`src/rtl/exec_branch_ras_pkg.sv`:
```
// Shared widths, flag indices, select/condition encodings and the 3-from-8 select helper
// for the branch execution unit.
package exec_branch_ras_pkg;

    localparam int ADDR    = 16;
    localparam int W_CC    = 3;
    localparam int W_FLAGS = 4;

    localparam int F_ZERO = 0;
    localparam int F_SIGN = 1;
    localparam int F_CRRY = 2;
    localparam int F_OVRF = 3;

    // Non-conditional select encodings; 6 and 7 hand control to cc_i
    localparam logic [2:0] SEL_ALW = 3'd0;
    localparam logic [2:0] SEL_Z   = 3'd1;
    localparam logic [2:0] SEL_NZ  = 3'd2;
    localparam logic [2:0] SEL_NCZ = 3'd3;
    localparam logic [2:0] SEL_C   = 3'd4;
    localparam logic [2:0] SEL_NEV = 3'd5;
    localparam logic [2:0] SEL_REL = 3'd7;

    localparam logic [2:0] CC_ALW = 3'd0;
    localparam logic [2:0] CC_Z   = 3'd1;
    localparam logic [2:0] CC_NS  = 3'd2;
    localparam logic [2:0] CC_S   = 3'd3;
    localparam logic [2:0] CC_C   = 3'd4;
    localparam logic [2:0] CC_V   = 3'd5;

    function automatic logic sel_3of8(input logic [7:0] vec, input logic [2:0] idx);
        return vec[idx];
    endfunction

endpackage

```
`src/rtl/branch_ras.sv`:
```
// Circular return-address stack: overwrites the oldest entry when full and
// reports overflow/underflow combinationally for the caller to register.
module branch_ras #(
    parameter int DEPTH = 4,
    parameter int WIDTH = 16
) (
    input  logic             clk,
    input  logic             rst_n,
    input  logic             push_i,
    input  logic             pop_i,
    input  logic [WIDTH-1:0] push_data_i,
    output logic [WIDTH-1:0] top_o,
    output logic             empty_o,
    output logic             full_o,
    output logic             err_o
);
    localparam int PTR_W = $clog2(DEPTH);
    localparam int CNT_W = $clog2(DEPTH + 1);

    logic [WIDTH-1:0] mem_r [DEPTH];
    logic [PTR_W-1:0] ptr_r;
    logic [CNT_W-1:0] count_r;
    logic [PTR_W-1:0] top_idx_s;

    assign top_idx_s = ptr_r - PTR_W'(1);
    assign top_o     = mem_r[top_idx_s];
    assign empty_o   = (count_r == CNT_W'(0));
    assign full_o    = (count_r == CNT_W'(DEPTH));
    assign err_o     = (pop_i & empty_o) | (push_i & ~pop_i & full_o);

    // Stack state: ptr_r names the next free slot, so the top sits just below it
    always_ff @(posedge clk or negedge rst_n) begin
        if (!rst_n) begin
            ptr_r   <= '0;
            count_r <= '0;
            for (int i = 0; i < DEPTH; i++) begin
                mem_r[i] <= '0;
            end
        end else begin
            case ({push_i, pop_i})
                2'b10: begin
                    mem_r[ptr_r] <= push_data_i;
                    ptr_r        <= ptr_r + PTR_W'(1);
                    if (!full_o) begin
                        count_r <= count_r + CNT_W'(1);
                    end
                end
                2'b01: begin
                    if (!empty_o) begin
                        ptr_r   <= top_idx_s;
                        count_r <= count_r - CNT_W'(1);
                    end
                end
                2'b11: begin
                    // Pop then push: replace the top in place; on empty the pop is a no-op
                    if (!empty_o) begin
                        mem_r[top_idx_s] <= push_data_i;
                    end else begin
                        mem_r[ptr_r] <= push_data_i;
                        ptr_r        <= ptr_r + PTR_W'(1);
                        count_r      <= CNT_W'(1);
                    end
                end
                default: begin
                end
            endcase
        end
    end

endmodule

```
`src/rtl/exec_branch_ras.sv`:
```
// Execute-stage branch unit: resolves taken/target, maintains the return-address
// stack for call/return and presents a registered result behind valid/ready.
module exec_branch_ras
    import exec_branch_ras_pkg::*;
#(
    parameter int RAS_DEPTH = 4,
    parameter int LINK_INC  = 1
) (
    input  logic               clk,
    input  logic               rst_n,
    input  logic               valid_i,
    output logic               ready_o,
    input  logic               brf_i,
    input  logic               call_i,
    input  logic               ret_i,
    input  logic [W_CC-1:0]    cc_i,
    input  logic [2:0]         select_i,
    input  logic [W_FLAGS-1:0] flags_i,
    input  logic [ADDR-1:0]    opr1_i,
    input  logic [ADDR-1:0]    pc_i,
    input  logic               flush_i,
    output logic               valid_o,
    input  logic               ready_i,
    output logic               branch_o,
    output logic [ADDR-1:0]    branch_addr_o,
    output logic               ras_empty_o,
    output logic               ras_full_o,
    output logic               ras_err_o
);
    logic            valid_r, branch_r, err_r;
    logic [ADDR-1:0] addr_r;
    logic            accept_s, cond_en_s, taken_s, take_s, push_s, pop_s;
    logic            ras_err_s, ras_empty_s, ras_full_s;
    logic [7:0]      cc_vec_s, sel_vec_s;
    logic [ADDR-1:0] target_s, link_s, ras_top_s;

    assign ready_o   = ~valid_r | ready_i;
    assign accept_s  = valid_i & ready_o & ~flush_i;
    assign cond_en_s = select_i[2] & select_i[1];
    assign take_s    = brf_i & taken_s;
    assign push_s    = accept_s & take_s & call_i;
    assign pop_s     = accept_s & take_s & ret_i;
    assign link_s    = pc_i + ADDR'(LINK_INC);

    // Condition resolution and target selection
    always_comb begin
        cc_vec_s          = 8'h00;
        cc_vec_s[CC_ALW]  = 1'b1;
        cc_vec_s[CC_Z]    = flags_i[F_ZERO];
        cc_vec_s[CC_NS]   = ~flags_i[F_SIGN];
        cc_vec_s[CC_S]    = flags_i[F_SIGN];
        cc_vec_s[CC_C]    = flags_i[F_CRRY];
        cc_vec_s[CC_V]    = flags_i[F_OVRF];
        sel_vec_s         = 8'h00;
        sel_vec_s[SEL_ALW] = 1'b1;
        sel_vec_s[SEL_Z]   = flags_i[F_ZERO];
        sel_vec_s[SEL_NZ]  = ~flags_i[F_ZERO];
        sel_vec_s[SEL_NCZ] = ~(flags_i[F_CRRY] | flags_i[F_ZERO]);
        sel_vec_s[SEL_C]   = flags_i[F_CRRY];
        sel_vec_s[SEL_NEV] = 1'b0;
        if (cond_en_s) begin
            taken_s = sel_3of8(cc_vec_s, cc_i);
        end else begin
            taken_s = sel_3of8(sel_vec_s, select_i);
        end
        if (ret_i && !ras_empty_s) begin
            target_s = ras_top_s;
        end else if (select_i == SEL_REL) begin
            target_s = pc_i + opr1_i;
        end else begin
            target_s = opr1_i;
        end
    end

    branch_ras #(
        .DEPTH (RAS_DEPTH),
        .WIDTH (ADDR)
    ) u_ras (
        .clk         (clk),
        .rst_n       (rst_n),
        .push_i      (push_s),
        .pop_i       (pop_s),
        .push_data_i (link_s),
        .top_o       (ras_top_s),
        .empty_o     (ras_empty_s),
        .full_o      (ras_full_s),
        .err_o       (ras_err_s)
    );

    // Result register: load on accept, hold while stalled, flush drops the held result
    always_ff @(posedge clk or negedge rst_n) begin
        if (!rst_n) begin
            valid_r  <= 1'b0;
            branch_r <= 1'b0;
            addr_r   <= '0;
            err_r    <= 1'b0;
        end else if (flush_i) begin
            valid_r <= 1'b0;
            err_r   <= 1'b0;
        end else if (ready_o) begin
            valid_r <= valid_i;
            err_r   <= ras_err_s;
            if (accept_s) begin
                branch_r <= take_s;
                addr_r   <= target_s;
            end
        end
    end

    assign valid_o       = valid_r;
    assign branch_o      = branch_r;
    assign branch_addr_o = addr_r;
    assign ras_err_o     = err_r;
    assign ras_empty_o   = ras_empty_s;
    assign ras_full_o    = ras_full_s;

endmodule
```
`config.mk`:
```
export PLATFORM = sky130hd
export DESIGN_NAME = exec_branch_ras
export DESIGN_NICKNAME = d
export VERILOG_FILES = /design/src/rtl/exec_branch_ras_pkg.sv /design/src/rtl/branch_ras.sv /design/src/rtl/exec_branch_ras.sv
export SDC_FILE = /design/constraint.sdc
export NUM_CORES = 1
export LEC_CHECK = 0
export CORE_UTILIZATION = 30
export DETAILED_ROUTE_END_ITERATION = 8
export SLEW_MARGIN = 15
export SYNTH_ARGS = -nofsm -noshare
export SYNTH_HDL_FRONTEND = slang
export SYNTH_SLANG_ARGS = --single-unit
```
`constraint.sdc`:
```
create_clock -name clk -period 2.57 [get_ports clk]
set_clock_uncertainty 0.2 [all_clocks]
set_input_delay 0.514 -clock clk [delete_from_list [all_inputs] [get_ports clk]]
set_output_delay 0.514 -clock clk [all_outputs]
set_load 0.05 [all_outputs]
```
After elaboration in Yosys (flattened, before gate mapping)
Index checks and enable logic that the tools add are counted.
{"block": "op_classes", "n_addsub": 6, "order_cmp": 6, "eq_ne": 8, "muxes": 29, "bitwise": 21, "n_reduce_logical": 11}
{"operator": "$bwmux 64", "count": 2}
{"operator": "$pmux 64 s2", "count": 1}
{"operator": "$mux 16", "count": 6}
{"operator": "$demux 16 s2", "count": 2}
{"operator": "$mux 64", "count": 1}
{"operator": "$bmux 16 s2", "count": 1}
{"operator": "$add 16x1->16 const B", "count": 1}
{"operator": "$add 16x16->16", "count": 1}
{"operator": "$and 1x1->1", "count": 10}
{"operator": "$mux 3", "count": 3}
{"operator": "$pmux 3 s3", "count": 1}
{"operator": "$lt 3x4->1 const B", "count": 2}
{"operator": "$mux 1", "count": 7}
{"operator": "$bmux 1 s3", "count": 2}
{"operator": "$eq 3x3->1 const B", "count": 2}
{"operator": "$ge 3x3->1 const B", "count": 2}
{"operator": "$lt 3x1->1 const B", "count": 2}
{"operator": "$not 1->1", "count": 6}
{"operator": "$not 2->3", "count": 2}
{"operator": "$pmux 2 s3", "count": 1}
{"operator": "$reduce_and 3->1", "count": 2}
{"operator": "$eq 2x2->1 const B", "count": 2}
{"operator": "$mux 2", "count": 2}
{"operator": "$ne 2x2->1 const B", "count": 2}
{"operator": "13 further kinds", "count": 18}
{"block": "word_totals", "register_bits": 88, "out_inout_bits": 22, "elab_cells": 91}

Logic depth before layout (Yosys ltp)
Gate-level depths: netlist of the first run.
{"block": "depth", "word_depth": 14, "mapped_depth": 10, "depth_no_buf": 10}

Cells and area by module
A second synthesis of the first run with hierarchy kept.
{"block": "unflattened", "hier_cells": 511, "hier_area_um2": 5825.6}
{"module": "branch_ras", "instances": 1, "cells_per_inst": 217, "area_per_inst_um2": 3540.9, "seq_area_each_um2": 1726.7}
{"module": "exec_branch_ras", "instances": 1, "cells_per_inst": 294, "area_per_inst_um2": 2284.7, "seq_area_each_um2": 475.5}

Worst setup path after synthesis of the first run
Ideal clock, no wire load.
{"block": "synth_path", "path_kind": "register to register", "startpoint": "register u_ras.count_r[0]", "endpoint": "register u_ras.mem_r[38] in the netlist's numbering", "t_arrival_ns": 2.701, "required_time_ns": 2.293, "slack_ns": -0.409, "path_stages_with_launch": 10, "cell_sequence": "dfrtp_1 -> nor3_1 -> nor2b_1 -> clkbuf_1 -> nand2_1 -> nand2_1 -> and3_4 -> buf_8 -> buf_8 -> a21oi_1"}
{"block": "synth_via", "elab_chain_len": 3}
{"item": "from (decl)", "line_no": "branch_ras.sv:22", "text": "logic [CNT_W-1:0] count_r;"}
{"item": "from (signal assigned)", "line_no": "branch_ras.sv:45", "text": "count_r <= count_r + CNT_W'(1);"}
{"item": "from (signal assigned)", "line_no": "branch_ras.sv:51", "text": "count_r <= count_r - CNT_W'(1);"}
{"item": "$logic_not 3->1", "line_no": "branch_ras.sv:27", "text": "assign empty_o = (count_r == CNT_W'(0));"}
{"item": "net ras_empty_o", "line_no": "exec_branch_ras.sv:26", "text": "output logic ras_empty_o,"}
{"item": "$mux 64", "line_no": "branch_ras.sv:56", "text": "if (!empty_o) begin"}
{"item": "$pmux 64 s2", "line_no": "branch_ras.sv:40", "text": "case ({push_i, pop_i})"}
{"item": "to (signal, indexed assignment)", "line_no": "branch_ras.sv:42", "text": "mem_r[ptr_r] <= push_data_i;"}
{"item": "to (signal, indexed assignment)", "line_no": "branch_ras.sv:57", "text": "mem_r[top_idx_s] <= push_data_i;"}
{"item": "to (signal, indexed assignment)", "line_no": "branch_ras.sv:59", "text": "mem_r[ptr_r] <= push_data_i;"}
{"item": "to (decl)", "line_no": "branch_ras.sv:20", "text": "logic [WIDTH-1:0] mem_r [DEPTH];"}
The timed path passes the listed nets, and every way through them passes these cells.
A chain may end at the register's enable or synchronous reset.

Final worst setup path of the first run
{"block": "layout_path", "startpoint": "input flags_i[1]", "endpoint": "register u_ras.count_r[2]"}
{"block": "layout_via", "elab_chain_len": 10}
{"item": "from (decl)", "line_no": "exec_branch_ras.sv:18", "text": "input logic [W_FLAGS-1:0] flags_i,"}
{"item": "$not 1->1", "line_no": "exec_branch_ras.sv:50", "text": "cc_vec_s[CC_NS] = ~flags_i[F_SIGN];"}
{"item": "$bmux 1 s3 (*)", "line_no": "exec_branch_ras_pkg.sv:31", "text": "return vec[idx];"}
{"item": "$mux 1 (implied by the code) (*)", "line_no": "exec_branch_ras_pkg.sv:31"}
{"item": "$mux 1 (*)", "line_no": "exec_branch_ras.sv:61", "text": "if (cond_en_s) begin"}
{"item": "$and 1x1->1 (*)", "line_no": "exec_branch_ras.sv:40", "text": "assign take_s = brf_i & taken_s;"}
{"item": "$and 1x1->1 (*)", "line_no": "exec_branch_ras.sv:41, exec_branch_ras.sv:42"}
{"item": "$and 1x1->1, on equally long branches", "line_no": "exec_branch_ras.sv:42, exec_branch_ras.sv:41"}
{"item": "$eq 2x2->1 / $eq 2x1->1 (equally long branches)", "line_no": "branch_ras.sv:40"}
{"item": "$ne 2x1->1 (no line) (tied with other cells)"}
{"item": "$reduce_and 4->1 (no line)"}
Mark *: on every way between the ends. The rest lies on a longest branch, timed or not. The select of a mux whose other input is x is not followed.

==> impl_metrics.json, run 1 <==
{
  "fp.dieH_um": 135,
  "syn2layout_area_growth_pct": 38.7,
  "clkTransAtPathRegs_ns": 0.07,
  "gr-total-overflow": 0,
  "final_layout_size_suffix_gt1_share_pct": 24.7,
  "netlist_instances": 563,
  "cts_sinks": 88,
  "postSynthAreaPerCell_um2": 9.47,
  "p_sw_share_pct": 39.0,
  "dpl.hpwl_mm": 11.5,
  "routed_wl_mm": 15.4,
  "placed_cells": 923,
  "fmax_mhz": 388,
  "dieArea_um2": 18300,
  "grt_first_pass_wirelength_mm": 25.1,
  "port_buffers": 71,
  "track_usage_pct": 17.8,
  "setup_ws_ns": -0.00806,
  "worst-path-stages": 11,
  "path_cells": "clkdlybuf4s50_1 -> xor2_1 -> a21oi_2 -> o21ai_2 -> a311o_1 -> nor2_2 -> fa_2 -> nor4_4 -> a22o_1 -> nand2_1 -> nand3_1",
  "grt_pass1_vias": 4898,
  "irDropWorstVdd_mv": 0.459,
  "worstPathArrival_ns": 2.66,
  "period_share_pct": 100,
  "diodes": 0,
  "min_period_ns": 2.58,
  "combPwrFrac_pct": 44.7,
  "fin_cells": 946,
  "synth_edf_count": 0,
  "grt_start_max_net_pins": 41,
  "power_density_nw_per_um2": 859,
  "drc": 0,
  "worstPathRequired_ns": 2.65,
  "cts-root-buf": "clkbuf_16",
  "power_frac_seq_pct": 33.8,
  "coreArea_um2": 17300,
  "outcome": "finished, violations left",
  "fill_cells": 1657,
  "holdWs_ns": 0.284,
  "synth.distinct_cells": 52,
  "cts_buffers": 9,
  "r2r_cells": 10,
  "startpoint_type": "primary input",
  "clockBufferDepth": 2,
  "crit_type": "primary input to flip-flop",
  "ant_nets": 0,
  "dp_slack_ns": -0.918,
  "hold_violations": 0,
  "path_buf_inv": 1,
  "failed_checks": "negative setup slack",
  "syn-num-nets": 635,
  "finalSetupViolations": 1,
  "cap_violations": 0,
  "syn-cell-area_um2": 5330,
  "drt_first_pass_iters": 6,
  "critPathSlowestCell": "clkdlybuf4s50_1",
  "dpl_cell_area_um2": 6880,
  "crit_family": "compound AO/OA/AOI/OAI gates",
  "worst_pin_slew_ns": 0.518,
  "die_x_um": 135,
  "io_pins": 72,
  "routedWlPerCell_um": 16.3,
  "avgViaCountPerCell": 5.02,
  "relSlewSlack_pct": 65.3,
  "clockPowerShare_pct": 21.5,
  "power.switching_mw": 2.47,
  "insertion_delay_ns": 0.34,
  "cp_max_fo": 5,
  "holdPathStages": 2,
  "drt_iter0_drc": 300,
  "drv_slew": 0,
  "antenna_found_initial": 0,
  "post-route-util_pct": 42.7,
  "rsz0062_at_grt": "yes",
  "async_reset_ff_share_pct": 100,
  "initial_core_util_pct": 30.8,
  "fin_area_um2": 7390,
  "ys_ff_latch": 88,
  "cellLeakagePower_nw": 3.28,
  "cp-end-kind": "flip-flop",
  "cts_tree": "yes",
  "worstHoldPathType": "flip-flop to flip-flop",
  "yosys_warnings": 0,
  "h-tree-depth": 3,
  "ys_seq_area_share_pct": 41.3,
  "ys.flop_type": "dfrtp_1",
  "place.gp.congestion": 0.885,
  "cpPeakStageDelay_ns": 0.48,
  "vias": 4750,
  "rows": 48,
  "nets": 788,
  "intPower_mw": 3.88
}
-- stage by stage --
step | TNS, ns | total power, mW
2_1_floorplan | 0 | 3.92
3_3_place_gp | -26.15 | 4.85
3_5_place_dp | -29.78 | 4.95
4_1_cts | 0 | 6.34
5_1_grt | -0.151 | 6.74
6_report | -0.00806 | 6.35
-- state kept, by name, summed over array words and instances, names as in the netlist --
| name | count |
|---|---|
| u_ras.ptr_r | 2 |
| u_ras.count_r | 3 |
| branch_addr_o | 16 |
| valid_o | 1 |
| branch_o | 1 |
| ras_err_o | 1 |
| u_ras.mem_r | 64 |
-- cell families after synthesis --
family,Yosys count,synth area share (%)
mux,27,8.94
simple gates,188,16.2
flops,88,41.3
xor+xnor,29,4.77
compound gates,167,18.1
buf+inv,42,5.23
fa+ha+maj,22,5.45
-- final timing paths --
check | start | to | slack, ns
worst max-delay path | flags_i[1] | u_ras.count_r[2] | -0.008
worst min-delay path | branch_addr_o[6] | branch_addr_o[6] | 0.28
worst max register to register | valid_o | u_ras.count_r[2] | 0.17
worst min register to register | branch_addr_o[6] | branch_addr_o[6] | 0.28
max in group asynchronous | rst_n | branch_o | 1.10
min in group asynchronous | rst_n | u_ras.mem_r[33] | 0.48
-- layout by cell type, fill, tap and decap left out, drive strengths merged, types with 12 or more instances in the layout --
cell type      count
xor2              17
ha                20
nand2             61
nor2              71
nand3             14
o21ai             40
buf              105
clkdlybuf4s50     51
mux4              16
inv               16
xnor2             12
a21oi             91
dfrtp             88
-- tightest hold or removal path: stages, from the launching register on --
cell and delay (ns):
dfrtp_1 0.34, nand2_1 0.04, o21ai_0 0.06
-- area by class of cell --
class	count	area, um2	area share [%]
multi-input combinational	433	3030	40.9
sequential	88	2200	29.8
timing repair buffer	171	1530	20.7
tap	225	282	3.81
clock buffer	9	225	3.05
clock inverter	7	77.6	1.05
inverter	13	48.8	0.660
-- power by group through the flow --
stage	clock, mW	combinational, mW	sequential, mW
global placement	0	2.73	2.12
CTS	1.39	2.81	2.14
global route	1.45	3.09	2.21
detailed placement	0	2.78	2.17
floorplan	0	1.47	2.45
finish	1.36	2.84	2.15
-- timing repair --
item                                   in CTS  in global routing
endpoints found under the hold margin      32                  0
setup buffers                               4                  2
hold buffers                                1                  0
pin swaps                                  22                 24
resized for setup                          33                 26
setup endpoints to repair                  23                 80
-- Yosys cell counts (2+ instances only) --
cell type	count	share of area, %
a211oi_1	2	0.28
a21o_1	5	0.70
a21oi_1	91	8.5
a221oi_1	2	0.33
and2_1	2	0.23
and3_1	5	0.59
and3_4	4	0.85
and4_1	2	0.33
buf_2	4	0.38
buf_6	5	1.1
buf_8	7	2.0
clkbuf_1	13	0.92
dfrtp_1	88	41
fa_1	2	0.75
ha_1	20	4.7
inv_1	13	0.92
mux2_2	5	1.1
mux2i_1	6	1.1
mux4_2	16	6.8
nand2_1	61	4.3
nand2b_1	5	0.59
nand3_1	14	1.3
nand3b_1	2	0.28
nand4_1	3	0.35
nor2_1	71	5.0
nor2b_1	5	0.59
nor3_1	4	0.38
nor3b_1	2	0.28
nor4_1	2	0.23
o211ai_1	8	1.1
o21a_1	3	0.42
o21ai_0	38	3.6
o21ai_1	2	0.19
o21bai_1	2	0.28
o31ai_1	3	0.42
or3_1	3	0.35
xnor2_1	12	2.0
xor2_1	17	2.8
-- layer usage --
metal	vias to the layer above	global-route usage, %	wire length [um]
met5	-	0	0
met4	0	5.49	275
met1	2298	22.3	6720
met2	122	31.0	7750
met3	17	3.14	672
li1	2313	-	-
No activity file was read; power rests on OpenSTA's default activity.
==> run 2, diff against run 1 <==
--- a/config.mk
+++ b/config.mk
@@ -5,6 +5,7 @@
 export SDC_FILE = /design/constraint.sdc
 export NUM_CORES = 1
 export LEC_CHECK = 0
+export CORE_ASPECT_RATIO = 1.4
 export CORE_UTILIZATION = 30
 export DETAILED_ROUTE_END_ITERATION = 8
 export SLEW_MARGIN = 15
==> run 2 against run 1 <==
  * The run now ends clean
  * Sequential share of layout area is 0.40 points higher
  * Setup slack better by 0.087 ns
  * Global-route usage is 0.45 points lower
  * Register-to-register slack hardly changed
  * Flip-flop and latch count stayed put
  * Clock-buffer cell count stayed put
  * Via count is 0.32% lower
  * Total power is 2.3% lower
  * Non-clock buffer count is 2 lower
  * Critical path type unchanged
  * Largest cell class unchanged
==> impl_metrics.json, run 2 (synthesized netlist as in run 1, its figures left out) <==
{
  "routed_wl_mm": 15.5,
  "power_density_nw_per_um2": 850,
  "hp-start": "branch_addr_o[5]",
  "hold_violations": 0,
  "diodes": 0,
  "drt_first_pass_iters": 4,
  "largest_register_ffs": 64,
  "highest_layer": "met4",
  "port_buffers": 71,
  "relSlewSlack_pct": 53.1,
  "crit_start": "valid_i",
  "fmax_mhz": 401,
  "regMostFlops": "u_ras.mem_r",
  "final_common_cell": "buf_4",
  "grt_first_pass_wirelength_mm": 24.7,
  "met3WireLength_um": 472,
  "syn2layout_area_growth_pct": 36.9,
  "dpl.hpwl_mm": 11.4,
  "avgViaCountPerCell": 4.96,
  "grt_start_max_net_pins": 58,
  "finalPower_mw": 6.20,
  "insertion_delay_ns": 0.35,
  "coreArea_um2": 17400,
  "ant_nets": 0,
  "cts_buffers": 9,
  "dieArea_um2": 18300,
  "cap_violations": 0,
  "grt_pass1_vias": 4905,
  "place.gp.congestion": 0.860,
  "track_usage_pct": 17.4,
  "cts-root-buf": "clkbuf_16",
  "clockBufferDepth": 2,
  "cts_sinks": 88,
  "crit_type": "primary input to flip-flop",
  "tns_ns": 0,
  "m1WireLength_mm": 6.47,
  "irDropWorstVdd_mv": 0.307,
  "h-tree-depth": 3,
  "final_layout_size_suffix_gt1_share_pct": 23.5,
  "holdPathStages": 2,
  "worstPathRequired_ns": 2.60,
  "period_share_pct": 96.9,
  "die_x_um": 115,
  "r2r_cells": 6,
  "io_pins": 72,
  "worstPathArrival_ns": 2.52,
  "min_period_ns": 2.49,
  "routedWlPerCell_um": 16.2,
  "fp.dieH_um": 160,
  "worstHoldPathType": "flip-flop to flip-flop",
  "dp_slack_ns": -0.911,
  "regToRegSetupSlack_ns": 0.16,
  "antenna_found_initial": 0,
  "rows": 57,
  "drv_slew": 0,
  "initial_core_util_pct": 30.6,
  "finalSetupViolations": 0,
  "nets": 786,
  "fill_cells": 1706,
  "reg2reg_from": "u_ras.ptr_r[1]",
  "setup_ws_ns": 0.0784,
  "cp-end-kind": "flip-flop",
  "cellLeakagePower_nw": 3.24,
  "cp_max_fo": 4,
  "cts_tree": "yes",
  "startpoint_type": "primary input",
  "hold_end": "branch_addr_o[5]",
  "vias": 4735,
  "layout_common_cells": "buf_4 (95), a21oi_1 (89), dfrtp_1 (87)",
  "r2r-end": "branch_addr_o[6]",
  "clkTransAtPathRegs_ns": 0.07,
  "drt_iter0_drc": 222,
  "wl_met2_mm": 8.19,
  "outcome": "completed",
  "worst_pin_slew_ns": 0.703,
  "gr-total-overflow": 0,
  "drc": 0
}
==> run 2: area by class of cell <==
cell class / count / area (um2) / share of cell area, %
tap: 236 / 295 / 4.05
sequential: 88 / 2200 / 30.2
inverter: 13 / 48.8 / 0.669
clock buffer: 9 / 225 / 3.09
timing repair buffer: 169 / 1510 / 20.6
clock inverter: 6 / 52.6 / 0.720
multi-input combinational: 433 / 2960 / 40.6
==> run 2: worst max path at each step <==
stage	end	slack [ns]	depth (start not counted)
after CTS	branch_addr_o[12]	0.005	11
after detailed placement	branch_addr_o[12]	-0.91	11
after floorplan	u_ras.count_r[2]	0.01	10
final	u_ras.count_r[2]	0.08	10
after global routing	u_ras.count_r[2]	-0.03	10
after global placement	branch_addr_o[12]	-0.85	11
==> run 2: through the flow <==
stage	instance area (um2)	utilization (%)	hold slack, ns	std cells
2_1_floorplan	5360	-	0.0184	563
3_3_place_gp	6900	39.6	0.261	933
3_5_place_dp	6900	39.6	0.275	933
4_1_cts	7250	41.6	0.289	952
5_1_grt	7300	41.9	0.311	954
6_report	7300	41.9	0.285	954
==> run 2: routing by layer <==
layer	vias to the layer above	global-route usage (%)
met5	-	0
met4	0	6.20
met3	22	2.35
met2	85	31.7
met1	2327	20.4
li1	2301	-
==> run 2: power by group <==
part / switching [mW] / leakage [nW] / internal [mW]
registers: 0.284 / 1.12 / 1.86
clock network: 0.605 / 0.130 / 0.666
logic: 1.54 / 1.98 / 1.25
==> run 2: repair_timing <==
item	in CTS	in global routing
hold buffers	1	0
hold endpoints to repair	31	0
gates resized for setup	31	20
buffers inserted	3	2
pin swaps	12	20
endpoints found under the setup margin	26	65
==> run 2: worst max-delay path, stage by stage <==
cell and delay, ns:
clkdlybuf4s50_1 0.50, nor3b_4 0.23, nand2_2 0.11, a311o_1 0.33
nor2_2 0.13, fa_2 0.26, nand2_1 0.06, o22a_1 0.19
o21ai_1 0.13, nand3_1 0.08
